File: src/rtl/zihpm_counter_bank_if.sv
// CSR access bus between the CSR instruction front end and the counter bank.
interface zihpm_counter_bank_if;
  logic [11:0] csr;
  logic        csr_rd_en;
  logic        csr_wr_en;
  logic [31:0] wr_val;
  logic [1:0]  priv_mode;
  logic [31:0] read_data;
  logic        invalid_csr;

  modport master (
    output csr, csr_rd_en, csr_wr_en, wr_val, priv_mode,
    input  read_data, invalid_csr
  );

  modport slave (
    input  csr, csr_rd_en, csr_wr_en, wr_val, priv_mode,
    output read_data, invalid_csr
  );
endinterface

File: src/rtl/zihpm_counter_bank.sv
// Machine cycle/instret/hpm counter CSR bank with inhibit, counter-enable,
// event select, sticky overflow flags and local overflow interrupt.
module zihpm_counter_bank #(
  parameter int NUM_HPM    = 4,
  parameter int CNT_WIDTH  = 64,
  parameter int NUM_EVENTS = 8,
  parameter int EVT_SEL_W  = 5
) (
  input  logic                  clk,
  input  logic                  rst,
  zihpm_counter_bank_if.slave   bus,
  input  logic                  instr_retired,
  input  logic [NUM_EVENTS-1:0] event_vec,
  output logic                  lcof_irq
);
  localparam int NC = NUM_HPM + 3;
  localparam int W  = CNT_WIDTH;

  function automatic logic [31:0] impl_mask();
    logic [31:0] m;
    m = '0;
    for (int i = 0; i < 32; i++)
      if (i == 0 || (i >= 2 && i < NC)) m[i] = 1'b1;
    return m;
  endfunction

  localparam logic [31:0] IMPL = impl_mask();

  logic [W-1:0]         cnt [NC];
  logic [EVT_SEL_W-1:0] sel [NUM_HPM];
  logic [NUM_HPM-1:0]   of;
  logic [31:0]          inhibit;
  logic [31:0]          counteren;

  logic [4:0]  idx;
  logic [6:0]  blk;
  logic        idx_map;
  logic        m_lo, m_hi, u_lo, u_hi;
  logic        evt_a, inh_a, en_a;
  logic        is_m, bad, wr_ok;
  logic [63:0] cnt_sel;
  logic [31:0] evt_rd, rd;

  logic [NC-1:0]      inc, wr_lo, wr_hi;
  logic [NUM_HPM-1:0] evt_hit, evt_wr, of_set;

  // Address decode; index 1 (time) belongs to another unit.
  assign idx     = bus.csr[4:0];
  assign blk     = bus.csr[11:5];
  assign idx_map = idx != 5'd1;
  assign m_lo    = blk == 7'h58 && idx_map;
  assign m_hi    = blk == 7'h5C && idx_map;
  assign u_lo    = blk == 7'h60 && idx_map;
  assign u_hi    = blk == 7'h64 && idx_map;
  assign evt_a   = blk == 7'h19 && idx >= 5'd3;
  assign inh_a   = bus.csr == 12'h320;
  assign en_a    = bus.csr == 12'h306;
  assign is_m    = bus.priv_mode == 2'd3;

  assign bad =
    ((u_lo | u_hi) &
     (bus.csr_wr_en | (~is_m & ~counteren[idx]))) |
    ((m_lo | m_hi | evt_a | inh_a | en_a) & ~is_m);

  assign wr_ok = bus.csr_wr_en & ~bad;

  always_comb begin
    cnt_sel = '0;
    for (int i = 0; i < NC; i++)
      if (IMPL[i] && idx == 5'(i)) cnt_sel = 64'(cnt[i]);
    evt_rd = '0;
    for (int i = 0; i < NUM_HPM; i++)
      if (idx == 5'(i + 3)) evt_rd = {of[i], 31'(sel[i])};
  end

  always_comb begin
    rd = '0;
    unique case (1'b1)
      m_lo, u_lo: rd = cnt_sel[31:0];
      m_hi, u_hi: rd = cnt_sel[63:32];
      evt_a:      rd = evt_rd;
      inh_a:      rd = inhibit;
      en_a:       rd = counteren;
      default:    rd = '0;
    endcase
  end

  assign bus.read_data   = (bus.csr_rd_en && !bad) ? rd : 32'd0;
  assign bus.invalid_csr = bus.csr_rd_en & bad;

  always_comb begin
    evt_hit = '0;
    for (int i = 0; i < NUM_HPM; i++)
      for (int e = 0; e < NUM_EVENTS; e++)
        if (int'(sel[i]) == e + 1 && event_vec[e])
          evt_hit[i] = 1'b1;
  end

  always_comb begin
    inc    = '0;
    wr_lo  = '0;
    wr_hi  = '0;
    evt_wr = '0;
    of_set = '0;
    inc[0] = ~inhibit[0];
    inc[2] = instr_retired & ~inhibit[2];
    for (int i = 0; i < NC; i++) begin
      wr_lo[i] = wr_ok & m_lo & (idx == 5'(i)) & IMPL[i];
      wr_hi[i] = wr_ok & m_hi & (idx == 5'(i)) & IMPL[i];
    end
    for (int i = 0; i < NUM_HPM; i++) begin
      inc[i+3]  = evt_hit[i] & ~inhibit[i+3];
      evt_wr[i] = wr_ok & evt_a & (idx == 5'(i + 3));
      // A software write to the counter swallows the increment, so no wrap.
      of_set[i] = inc[i+3] & ~wr_lo[i+3] & ~wr_hi[i+3] & (&cnt[i+3]);
    end
  end

  always_ff @(posedge clk) begin
    if (rst) begin
      for (int i = 0; i < NC; i++) cnt[i] <= '0;
      for (int i = 0; i < NUM_HPM; i++) sel[i] <= '0;
      of        <= '0;
      inhibit   <= '0;
      counteren <= '0;
      lcof_irq  <= 1'b0;
    end else begin
      for (int i = 0; i < NC; i++) begin
        if (!IMPL[i])
          cnt[i] <= '0;
        else if (wr_lo[i])
          cnt[i][31:0] <= bus.wr_val;
        else if (wr_hi[i])
          cnt[i][W-1:32] <= bus.wr_val[W-33:0];
        else if (inc[i])
          cnt[i] <= cnt[i] + W'(1);
      end
      for (int i = 0; i < NUM_HPM; i++) begin
        if (evt_wr[i]) sel[i] <= bus.wr_val[EVT_SEL_W-1:0];
        of[i] <= of_set[i] | (evt_wr[i] ? bus.wr_val[31] : of[i]);
      end
      if (wr_ok && inh_a) inhibit <= bus.wr_val & IMPL;
      if (wr_ok && en_a) counteren <= bus.wr_val & IMPL;
      lcof_irq <= |of;
    end
  end
endmodule
File: src/flat_wrapper.sv
// flat-port wrapper written by rule: the top's interface ports become plain ports
module zihpm_counter_bank_flat 
#(
  parameter int NUM_HPM    = 4,
  parameter int CNT_WIDTH  = 64,
  parameter int NUM_EVENTS = 8,
  parameter int EVT_SEL_W  = 5
)
  (clk, rst, instr_retired, event_vec, lcof_irq, bus_csr, bus_csr_rd_en, bus_csr_wr_en, bus_wr_val, bus_priv_mode, bus_read_data, bus_invalid_csr);
  zihpm_counter_bank_if bus_i ();
  input  logic clk;
  input  logic rst;
  input  logic instr_retired;
  input  logic [NUM_EVENTS-1:0] event_vec;
  output logic lcof_irq;
  input wire logic [$bits(bus_i.csr)-1:0] bus_csr;
  input wire logic [$bits(bus_i.csr_rd_en)-1:0] bus_csr_rd_en;
  input wire logic [$bits(bus_i.csr_wr_en)-1:0] bus_csr_wr_en;
  input wire logic [$bits(bus_i.wr_val)-1:0] bus_wr_val;
  input wire logic [$bits(bus_i.priv_mode)-1:0] bus_priv_mode;
  output wire logic [$bits(bus_i.read_data)-1:0] bus_read_data;
  output wire logic [$bits(bus_i.invalid_csr)-1:0] bus_invalid_csr;
  assign bus_i.csr = bus_csr;
  assign bus_i.csr_rd_en = bus_csr_rd_en;
  assign bus_i.csr_wr_en = bus_csr_wr_en;
  assign bus_i.wr_val = bus_wr_val;
  assign bus_i.priv_mode = bus_priv_mode;
  assign bus_read_data = bus_i.read_data;
  assign bus_invalid_csr = bus_i.invalid_csr;
  zihpm_counter_bank #(.NUM_HPM(NUM_HPM), .CNT_WIDTH(CNT_WIDTH), .NUM_EVENTS(NUM_EVENTS), .EVT_SEL_W(EVT_SEL_W)) u_core (.clk(clk), .rst(rst), .bus(bus_i), .instr_retired(instr_retired), .event_vec(event_vec), .lcof_irq(lcof_irq));
endmodule
File: config.mk
export PLATFORM = sky130hd
export DESIGN_NAME = zihpm_counter_bank_flat
export DESIGN_NICKNAME = d
export VERILOG_FILES = /design/src/rtl/zihpm_counter_bank_if.sv /design/src/rtl/zihpm_counter_bank.sv /design/src/flat_wrapper.sv
export SDC_FILE = /design/constraint.sdc
export NUM_CORES = 1
export LEC_CHECK = 0
export ABC_AREA = 1
export ABC_CLOCK_PERIOD_IN_PS = 6700
export CORE_MARGIN = 2
export CORE_UTILIZATION = 29
export DETAILED_ROUTE_END_ITERATION = 12
export MAX_ROUTING_LAYER = met4
export PLACE_DENSITY = 0.42
export SKIP_LAST_GASP = 1
export SLEW_MARGIN = 20
export SYNTH_ARGS = -nofsm -noshare
export SYNTH_HDL_FRONTEND = slang
export SYNTH_SLANG_ARGS = --single-unit
export TNS_END_PERCENT = 20
File: constraint.sdc
create_clock -name clk -period 6.7 [get_ports clk]
set_input_delay 1.34 -clock clk [delete_from_list [all_inputs] [get_ports clk]]
set_output_delay 1.34 -clock clk [all_outputs]
set_load 0.01 [all_outputs]
# == Yosys cells after proc, flatten, opt, wreduce, memory -nomap -nowiden ==
# Memory sizes are Yosys's and may differ from the RTL's.
# Cells that the tools add are included.
# Widths: inputs -> output; s select.
# classes
n_addsub,6
order_cmp,2
n_eq_ne,46
n_mux,166
bitwise,97
n_reduce_logical,49
# ops
cell,n
$mux 32,29
$mux 64,7
$add 64x1->64 const B,6
$reduce_and 64->1,4
$pmux 32 s5,1
$mux 1,124
$eq 5x4->1 const B,16
$eq 5x3->1 const B,11
$and 1x1->1,41
$logic_and 1x1->1,40
$or 1x1->1,40
$eq 5x2->1 const B,6
$eq 7x7->1 const B,4
$eq 12x10->1 const B,2
$eq 5x5->1 const B,4
$mux 5,4
$not 1->1,16
$eq 7x5->1 const B,1
$lt 5x6->1 const B,1
$bmux 1 s5,1
$ge 5x2->1 const B,1
$logic_not 5->1,1
$ne 5x1->1 const B,1
$reduce_or 2->1,2
3 further kinds,3
# word_totals
reg_bits,17
ram_bits,468
in_bits,59
output_inout_bits,34
memories,2
# mem_list
memory,depth,width,rd,rd_ports_with_merged_regs,write_ports,line,rtl
u_core.cnt,7,64,6,0,7,zihpm_counter_bank.sv:29,logic [W-1:0] cnt [NC];
u_core.sel,4,5,4,0,4,zihpm_counter_bank.sv:30,logic [EVT_SEL_W-1:0] sel [NUM_HPM];

# == Depth between registers and ports, before layout ==
# Gate-level depths: netlist of run 1.
# depth
word_depth,18
mapped_depth,15
depth_no_buf,15

# == Worst setup path after synthesis of run 1 ==
# Ideal clock, no wire load.
# synth_path
kind,input -> register
from,in bus_csr[3]
to,mem u_core.cnt[0][384] in the netlist's numbering (enable)
setup_time_ns,0.466
arrival_time_ns,4.650
required_ns,6.234
setup_slack_ns,1.584
cell_stages,9
path_buffers,0
path_cell_list,nor2_2 -> nand2_2 -> clkinv_2 -> nand2_2 -> nand2_1 -> nand2_2 -> o21bai_4 -> nand4_4 -> o21ai_0
# synth_rtl
item,line,rtl
from (decl),flat_wrapper.sv:16,input wire logic [$bits(bus_i.csr)-1:0] bus_csr;
to (decl),zihpm_counter_bank.sv:29,

# == Worst setup path in the final report of run 1 ==
# layout_path
from,in bus_csr[8]
to,out bus_read_data[15]
# layout_between
elab_chain_len,11
word_cells_on_any_way,26
# layout_lines
item,line,rtl
$eq 7x7->1 (on tied branches),"zihpm_counter_bank.sv:51, zihpm_counter_bank.sv:52",
$logic_and 1x1->1 (on tied branches),"zihpm_counter_bank.sv:51, zihpm_counter_bank.sv:52",
$or 1x1->1 (4 in a row),zihpm_counter_bank.sv:63,((m_lo | m_hi | evt_a | inh_a | en_a) & ~is_m);
$and 1x1->1,zihpm_counter_bank.sv:63,
$or 1x1->1,zihpm_counter_bank.sv:62,(bus.csr_wr_en | (~is_m & ~counteren[idx]))) |
$logic_not 1->1,zihpm_counter_bank.sv:88,assign bus.read_data = (bus.csr_rd_en && !bad) ? rd : 32'd0;
$logic_and 1x1->1,zihpm_counter_bank.sv:88,
$mux 32 *,zihpm_counter_bank.sv:88,
to (decl),flat_wrapper.sv:21,output wire logic [$bits(bus_i.read_data)-1:0] bus_read_data;
# Every way passes the cells marked *; elsewhere a longest branch is shown, timed or not.

==> results.md, run 1 <==
* Tcrit/Tclk final at 97.4%
* Final hold violation count at 0
* Port Buffers at 92
* Hold crit path type: register to register
* Area growth, synth to finish at 14.5%
* Psw at 2530 uW
* Global Route Usage Sum at 36.4%
* Worst Skew at around 0.035 ns
* Post-CTS setup buffers at 0
* Drt pass-1 iters at 6
* Internal at between 5000 and 6000 uW
* Run status: completed
* Resized Gates After CTS at 0
* Worst-path clk slew at ~0.060 ns
* H-tree depth at 2
* Reg2reg path depth at 11
* Commonest non-fill, non-tap cell in the layout: nand2_1
* Synthesized instance count at roughly 4,500
* Worst Setup End Kind: primary output
* FP Rows at around 120
* Die Height at 340 um
* CP endpoint: bus_read_data[15]
* Sequential Power Share at roughly 44%
* Number of fill cells at 12,300
* Worst r2r src: u_core.cnt[0][0]
* Final Power at about 7800 uW
* Setup crit start kind: input port
* Synth warnings at 0
* Die ar. at 115,000 sq um
* Largest net degree at the start of global routing at 107
* Area leader, netlist: edfxtp_1
* Post-synth cell types at 62
* CP Launch Point: bus_csr[8]
* Starting DRT DRC Count at 4,941
* FFs w/ async S/R, synth at 0%
* Final HPWL DP at 164 mm
* Switching Share at 32.4%
* Critical path required time at 5.36 ns
* Initial antenna violation count at 27
* Logic pwr share at 13.4%
* Worst slew margin at about 20%
* Clk buf depth at 3
* Clock Latency Late Sink at just over 0.7 ns
* LEAKAGE at 0.0134 uW
* Final worst slack at roughly 0.17 ns
* Register bit total from synthesis at 421
* DRC errors left at 0
* Most frequent cells in the layout: 969 x nand2_1, 531 x nor2_1, 505 x inv_1
* Post-synth EDFFs at 404
* Num Clock Sinks at 421
* Pwr/cell area at between 200 and 250 nW/um^2
* Maximum fanout along the worst path at 20
* Least-Margin Pin Slew at roughly 1.2 ns
* Minimum clock period at 6.53 ns
* Layout cells sized above 1 at 5.52%
* Fin. max-slew vios at 0
* Clock power frac at 43.1%
* Initial Util at 29.1%
* Reg2reg end: u_core.cnt[0][52]
* Crit path DAT at between 5 and 6 ns
* Total Wirelength at 210 mm
* Total Neg Setup Slack at 0 ns
* Top FF cell, synth: edfxtp_1
* I/O pin total at 93
* Multi-input logic area at 17,400 sq um
* GRT overflow at 0
* Wire per inst at 34.3 um
* Max-cap violations at 0
* Seq. cell area at 12,500 sq um
* CP Class: input port to primary output
* Seq/Total Area, Yosys at 38.2%
* CTS tree: built
* Final Wtd Congestion at 1.04
* Nets@finish at 4,615
* First-pass GRT wire length at 284 mm
* Syn_area_per_cell at between 7 and 8 sq um
* Vias in the first global route at 33,000
* Core Area at 112,000 sq um
* Post-Synthesis Cell Area at roughly 33,000 sq um
* Syn_nets at 4,553
* Clock root buffer: clkbuf_16
* # setup viols final at 0
* Total number of vias at about 35,000
* Hold-fix buffers, CTS at 0
* Total CTS buffers at 59
* Dpl ws at between 0.3 and 0.4 ns
* Internal reg-to-reg setup slack at 2.96 ns
* Yosys top cell area share at 37.2%
* Die width at 340 um
* Vias/cell at 5.77
* RSZ-0062 raised after global routing: no
* Synth top area cells: edfxtp_1 37%, nand2_1 11%, xor2_1 8.0%, nor2_1 6.1%, inv_1 5.8%
* Fmax at 153 MHz
* Peak supply drop at 0.000237 V
* Antenna-violating nets left at 0
[registers in the layout, indices dropped and copies added, names as in the netlist]
| signal | flops |
|---|---|
| u_core.inhibit | 6 |
| u_core.cnt | 384 |
| u_core.counteren | 6 |
| u_core.sel | 20 |
| u_core.of | 4 |
| u_core.lcof_irq | 1 |
[power groups by stage]
stage	clock, uW	sequential [uW]	combinational [uW]
after floorplan	0	3270	507
after global placement	0	3450	1030
after detailed placement	0	3440	1020
after CTS	3410	3390	1020
after global routing	3470	3400	1090
final	3370	3400	1050
[cell families (layout without fill, tap and decap cells)]
logic type                 Yosys count  count (layout)  share of synthesized area (%)
and+or+nand+nor                   2330            2330                           31.4
adders and majority gates            6               6                          0.230
other                                0              13                              0
xor gates and xnor gates           353             353                           9.47
DFF                                421             421                           38.2
buffers and inverters              705             816                           8.67
AOI/OAI and AO/OA                  673             673                           12.0
[how the worst min path moves through the flow]
| stage | from | endpoint | slack, ns | cells after the start |
|---|---|---|---|---|
| after floorplan | u_core.inhibit[3] | u_core.inhibit[3] | 0.43 | 2 |
| after global placement | u_core.inhibit[3] | u_core.inhibit[3] | 0.46 | 2 |
| after detailed placement | u_core.inhibit[3] | u_core.inhibit[3] | 0.47 | 2 |
| after CTS | u_core.inhibit[3] | u_core.inhibit[3] | 0.48 | 2 |
| after global routing | u_core.inhibit[3] | u_core.inhibit[3] | 0.52 | 2 |
| final | u_core.inhibit[3] | u_core.inhibit[3] | 0.49 | 2 |
[per-stage QoR]
stage / utilization, % / hold WS (ns) / std cells / area (sq um)
finish: 33.4 / 0.487 / 6112 / 37400
global route: 33.3 / 0.520 / 6110 / 37400
CTS: 33.3 / 0.483 / 6099 / 37300
detailed placement: 31.6 / 0.473 / 5989 / 35400
global placement: 31.6 / 0.464 / 5989 / 35400
floorplan: - / 0.432 / 4488 / 32600
[cell type report]
| cell class | count | share of cell area [%] |
|---|---|---|
| clock inverter | 33 | 1.02 |
| antenna | 13 | 0.0871 |
| clock buffer | 77 | 4.24 |
| tap | 1500 | 5.02 |
| timing repair buffer | 182 | 4.35 |
| multi-input combinational | 3362 | 46.6 |
| inverter | 524 | 5.27 |
| sequential | 421 | 33.4 |
[metal layers]
metal,share of wire (%),track usage (%)
met3,8.6,5.82
met4,4.7,14.6
met5,0,-
met2,43,53.7
met1,43,49.5
[critical path, cell delays in order]
cell and delay, ns:
clkdlybuf4s50_1 0.63, nand2_1 0.11, nor2_1 0.29, buf_4 0.18, nand3_2 0.15, nand3_2 0.15, nor2_1 0.05, nand2_1 0.06
nand2_1 0.05, nor2_1 0.23, inv_1 0.47, a21oi_1 0.76, clkdlybuf4s50_1 0.70
[cell usage after synthesis, types with 6 or more instances]
cell type,n
a31oi_1,10
o221ai_1,9
edfxtp_1,404
nand4_1,172
or2_2,8
o22ai_1,78
clkbuf_1,85
nand3_1,344
xnor2_1,54
o2111ai_1,16
xor2_1,299
a221oi_1,7
o21ai_0,223
o211ai_1,28
inv_2,13
nor4_1,56
and3_1,6
o21ai_2,8
buf_1,7
buf_2,67
nor3_1,196
buf_4,18
inv_1,505
nor2_1,533
a21oi_1,195
nor2_2,6
dfxtp_1,17
nand3b_1,8
ha_1,6
o21ai_1,47
nand2_1,973
o41ai_1,25
(Power assumes the default switching activity.)
==> run 2: changes to the inputs <==
--- a/config.mk
+++ b/config.mk
@@ -7,6 +7,7 @@
 export LEC_CHECK = 0
 export ABC_AREA = 1
 export ABC_CLOCK_PERIOD_IN_PS = 6700
+export CORE_ASPECT_RATIO = 0.7
 export CORE_MARGIN = 2
 export CORE_UTILIZATION = 29
 export DETAILED_ROUTE_END_ITERATION = 12
==> results.md, run 2 (synthesized netlist as in run 1, its figures left out) <==
* Run status: finished with violations
* Failing checks: setup timing
* Worst Skew at 0.0541 ns (+0.0188 ns)
* Port Buffers at 92 (unchanged)
* Hold crit path type: register to register
* Die width at 405 um (+19%)
* Least-Margin Pin Slew at 1.28 ns (+0.0872 ns)
* Pwr/cell area at 205 nW/um^2 (-2.2%)
* Psw at 2550 uW (+0.63%)
* Number of fill cells at 12,200 (-1.3%)
* Total number of vias at 36,100 (+2.3%)
* Worst Setup End Kind: primary output
* Antenna-violating nets left at 0 (unchanged)
* Wire per inst at 35.2 um (+2.5%)
* Crit path top cell by count: nor2_1
* Dpl ws at 0.282 ns (-0.0783 ns)
* Max-cap violations at 0 (unchanged)
* CTS tree: built
* # setup viols final at 1 (+1)
* Clock root buffer: clkbuf_16
* Worst path slowest cell: o41ai_1
* Fmax at 148 MHz (-3.2%)
* Hold depth at 2 (unchanged)
* Logic pwr share at 13.9% (+0.5 points)
* Final hold violation count at 0 (unchanged)
* I/O pin total at 93 (unchanged)
* Critical path required time at 5.36 ns (about the same)
* First-pass GRT wire length at 287 mm (+1.2%)
* H-tree depth at 2 (unchanged)
* Vias in the first global route at 32,000 (-3.0%)
* Final HPWL DP at 171 mm (+4.3%)
* RSZ-0062 raised after global routing: no
* Nets@finish at 4,622 (+0.15%)
* Bufs and invs on worst path at 4 (unchanged)
* Final std cells w/o fill at 6,116 (+0.065%)
* Worst-path clk slew at 0.06 ns (about the same)
* Sequential Power Share at 44.9% (+1.4 points)
* Commonest non-fill, non-tap cell in the layout: nand2_1
* Clk buf depth at 3 (unchanged)
* Max stage delay on crit path at 0.98 ns (+0.22 ns)
* Tcrit/Tclk final at 101% (+3.2 points)
* Fin. max-slew vios at 0 (unchanged)
* Maximum fanout along the worst path at 55 (+180%)
* Top reg by flops: u_core.cnt
* Switching Share at 33.3% (+0.97 points)
* Worst path cell trace: clkdlybuf4s50_1 -> nor2_2 -> nand2_2 -> clkinv_2 -> nand2_2 -> buf_12 -> nor2_1 -> o41ai_1 -> nand4_1 -> nor2_1 -> nor2_1 -> clkdlybuf4s50_1
* WP depth at 12 (-1)
* Die ar. at 115,000 sq um (about the same)
* Initial Util at 29.4% (+0.23 points)
* Layout cells sized above 1 at 5.82% (+0.30 points)
* Resized Gates After CTS at 0 (unchanged)
* Core Area at 111,000 sq um (-0.78%)
* Worst slew margin at 13.8% (-6.4 points)
* Internal at 5090 uW (-3.7%)
* Drt pass-1 iters at 6 (unchanged)
* Max reg flops at 384 (unchanged)
* Minimum clock period at 6.74 ns (+0.215 ns)
* Total Neg Setup Slack at -0.0408 ns (-0.0408 ns)
* Post-CTS setup buffers at 0 (unchanged)
* Vias/cell at 5.90 (+2.3%)
* Num Clock Sinks at 421 (unchanged)
* Starting DRT DRC Count at 6,114 (+24%)
* Hold slack final at 0.472 ns (-0.0147 ns)
* Largest net degree at the start of global routing at 107 (unchanged)
* Largest registers: u_core.cnt x384, u_core.sel x20
* GRT overflow at 0 (unchanged)
* Multi-input logic area at 17,400 sq um (+0.15%)
* Global Route Usage Sum at 37.3% (+0.96 points)
* CP Class: input port to primary output
* Most frequent cells in the layout: 969 x nand2_1, 531 x nor2_1, 505 x inv_1
* Largest delay contributor family on the critical path: buffers and inverters
* Placed insts at 6,010 (+0.35%)
* Peak supply drop at 0.000206 V (-13%)
* Clock Latency Late Sink at 0.67 ns (-0.04 ns)
* Crit path DAT at 5.40 ns (+0.21 ns)
* Clock power frac at 41.2% (-1.9 points)
* Hold-fix buffers, CTS at 0 (unchanged)
* Setup crit start kind: input port
* Seq. cell area at 12,500 sq um (unchanged)
* DRC errors left at 0 (unchanged)
* FP Rows at 102 (-17%)
* Total Wirelength at 215 mm (+2.5%)
* LEAKAGE at 0.0134 uW (about the same)
* Area growth, synth to finish at 14.4% (about the same)
* Total CTS buffers at 53 (-10%)
* Die Height at 285 um (-16%)
* Final worst slack at -0.0408 ns (-0.215 ns)
* Final Wtd Congestion at 1.05 (+1.3%)
* Reg2reg path depth at 11 (unchanged)
* Initial antenna violation count at 24 (-11%)
[run 2: worst min-delay path: cells and delay by family (launching register included)]
family,cells,cell delay [ns]
compound gates,1,0.05
buf+inv,1,0.05
flops,1,0.33
[run 2: area by class of cell]
cell class	count	share of cell area [%]
Sequential cell	421	33.4
Timing Repair Buffer	195	4.67
Antenna cell	6	0.0402
Clock buffer	58	3.72
Inverter	524	5.28
Multi-Input combinational cell	3362	46.7
Tap cell	1508	5.05
Clock inverter	42	1.11
[run 2: power by group through the flow]
stage | clock network [uW] | logic, uW | registers, uW
detailed placement | 0 | 1020 | 3460
floorplan | 0 | 507 | 3270
finish | 3150 | 1060 | 3430
global placement | 0 | 1020 | 3470
global route | 3260 | 1100 | 3430
CTS | 3170 | 1020 | 3410
[run 2: stage by stage]
step / total power (uW) / cell area, sq um / utilization, %
finish: 7640 / 37300 / 33.6
detailed placement: 4480 / 35500 / 32.0
floorplan: 3780 / 32600 / -
CTS: 7600 / 37300 / 33.6
global route: 7780 / 37300 / 33.6
global placement: 4500 / 35500 / 32.0
[run 2: final timing paths]
path | startpoint | end | slack, ns
worst max-delay path | bus_csr[2] | bus_read_data[3] | -0.04
worst min-delay path | u_core.inhibit[4] | u_core.inhibit[4] | 0.47
worst max register to register | u_core.sel[1][1] | u_core.cnt[0][312] | 2.96
worst min register to register | u_core.inhibit[4] | u_core.inhibit[4] | 0.47
[run 2: metal layers]
layer / vias to the layer above / track usage [%] / share of wire [%]
met5: - / - / 0
met2: 2465 / 46.7 / 37
met4: 0 / 7.62 / 2.3
met3: 210 / 8.95 / 13
met1: 18000 / 58.5 / 48
li1: 15500 / - / -
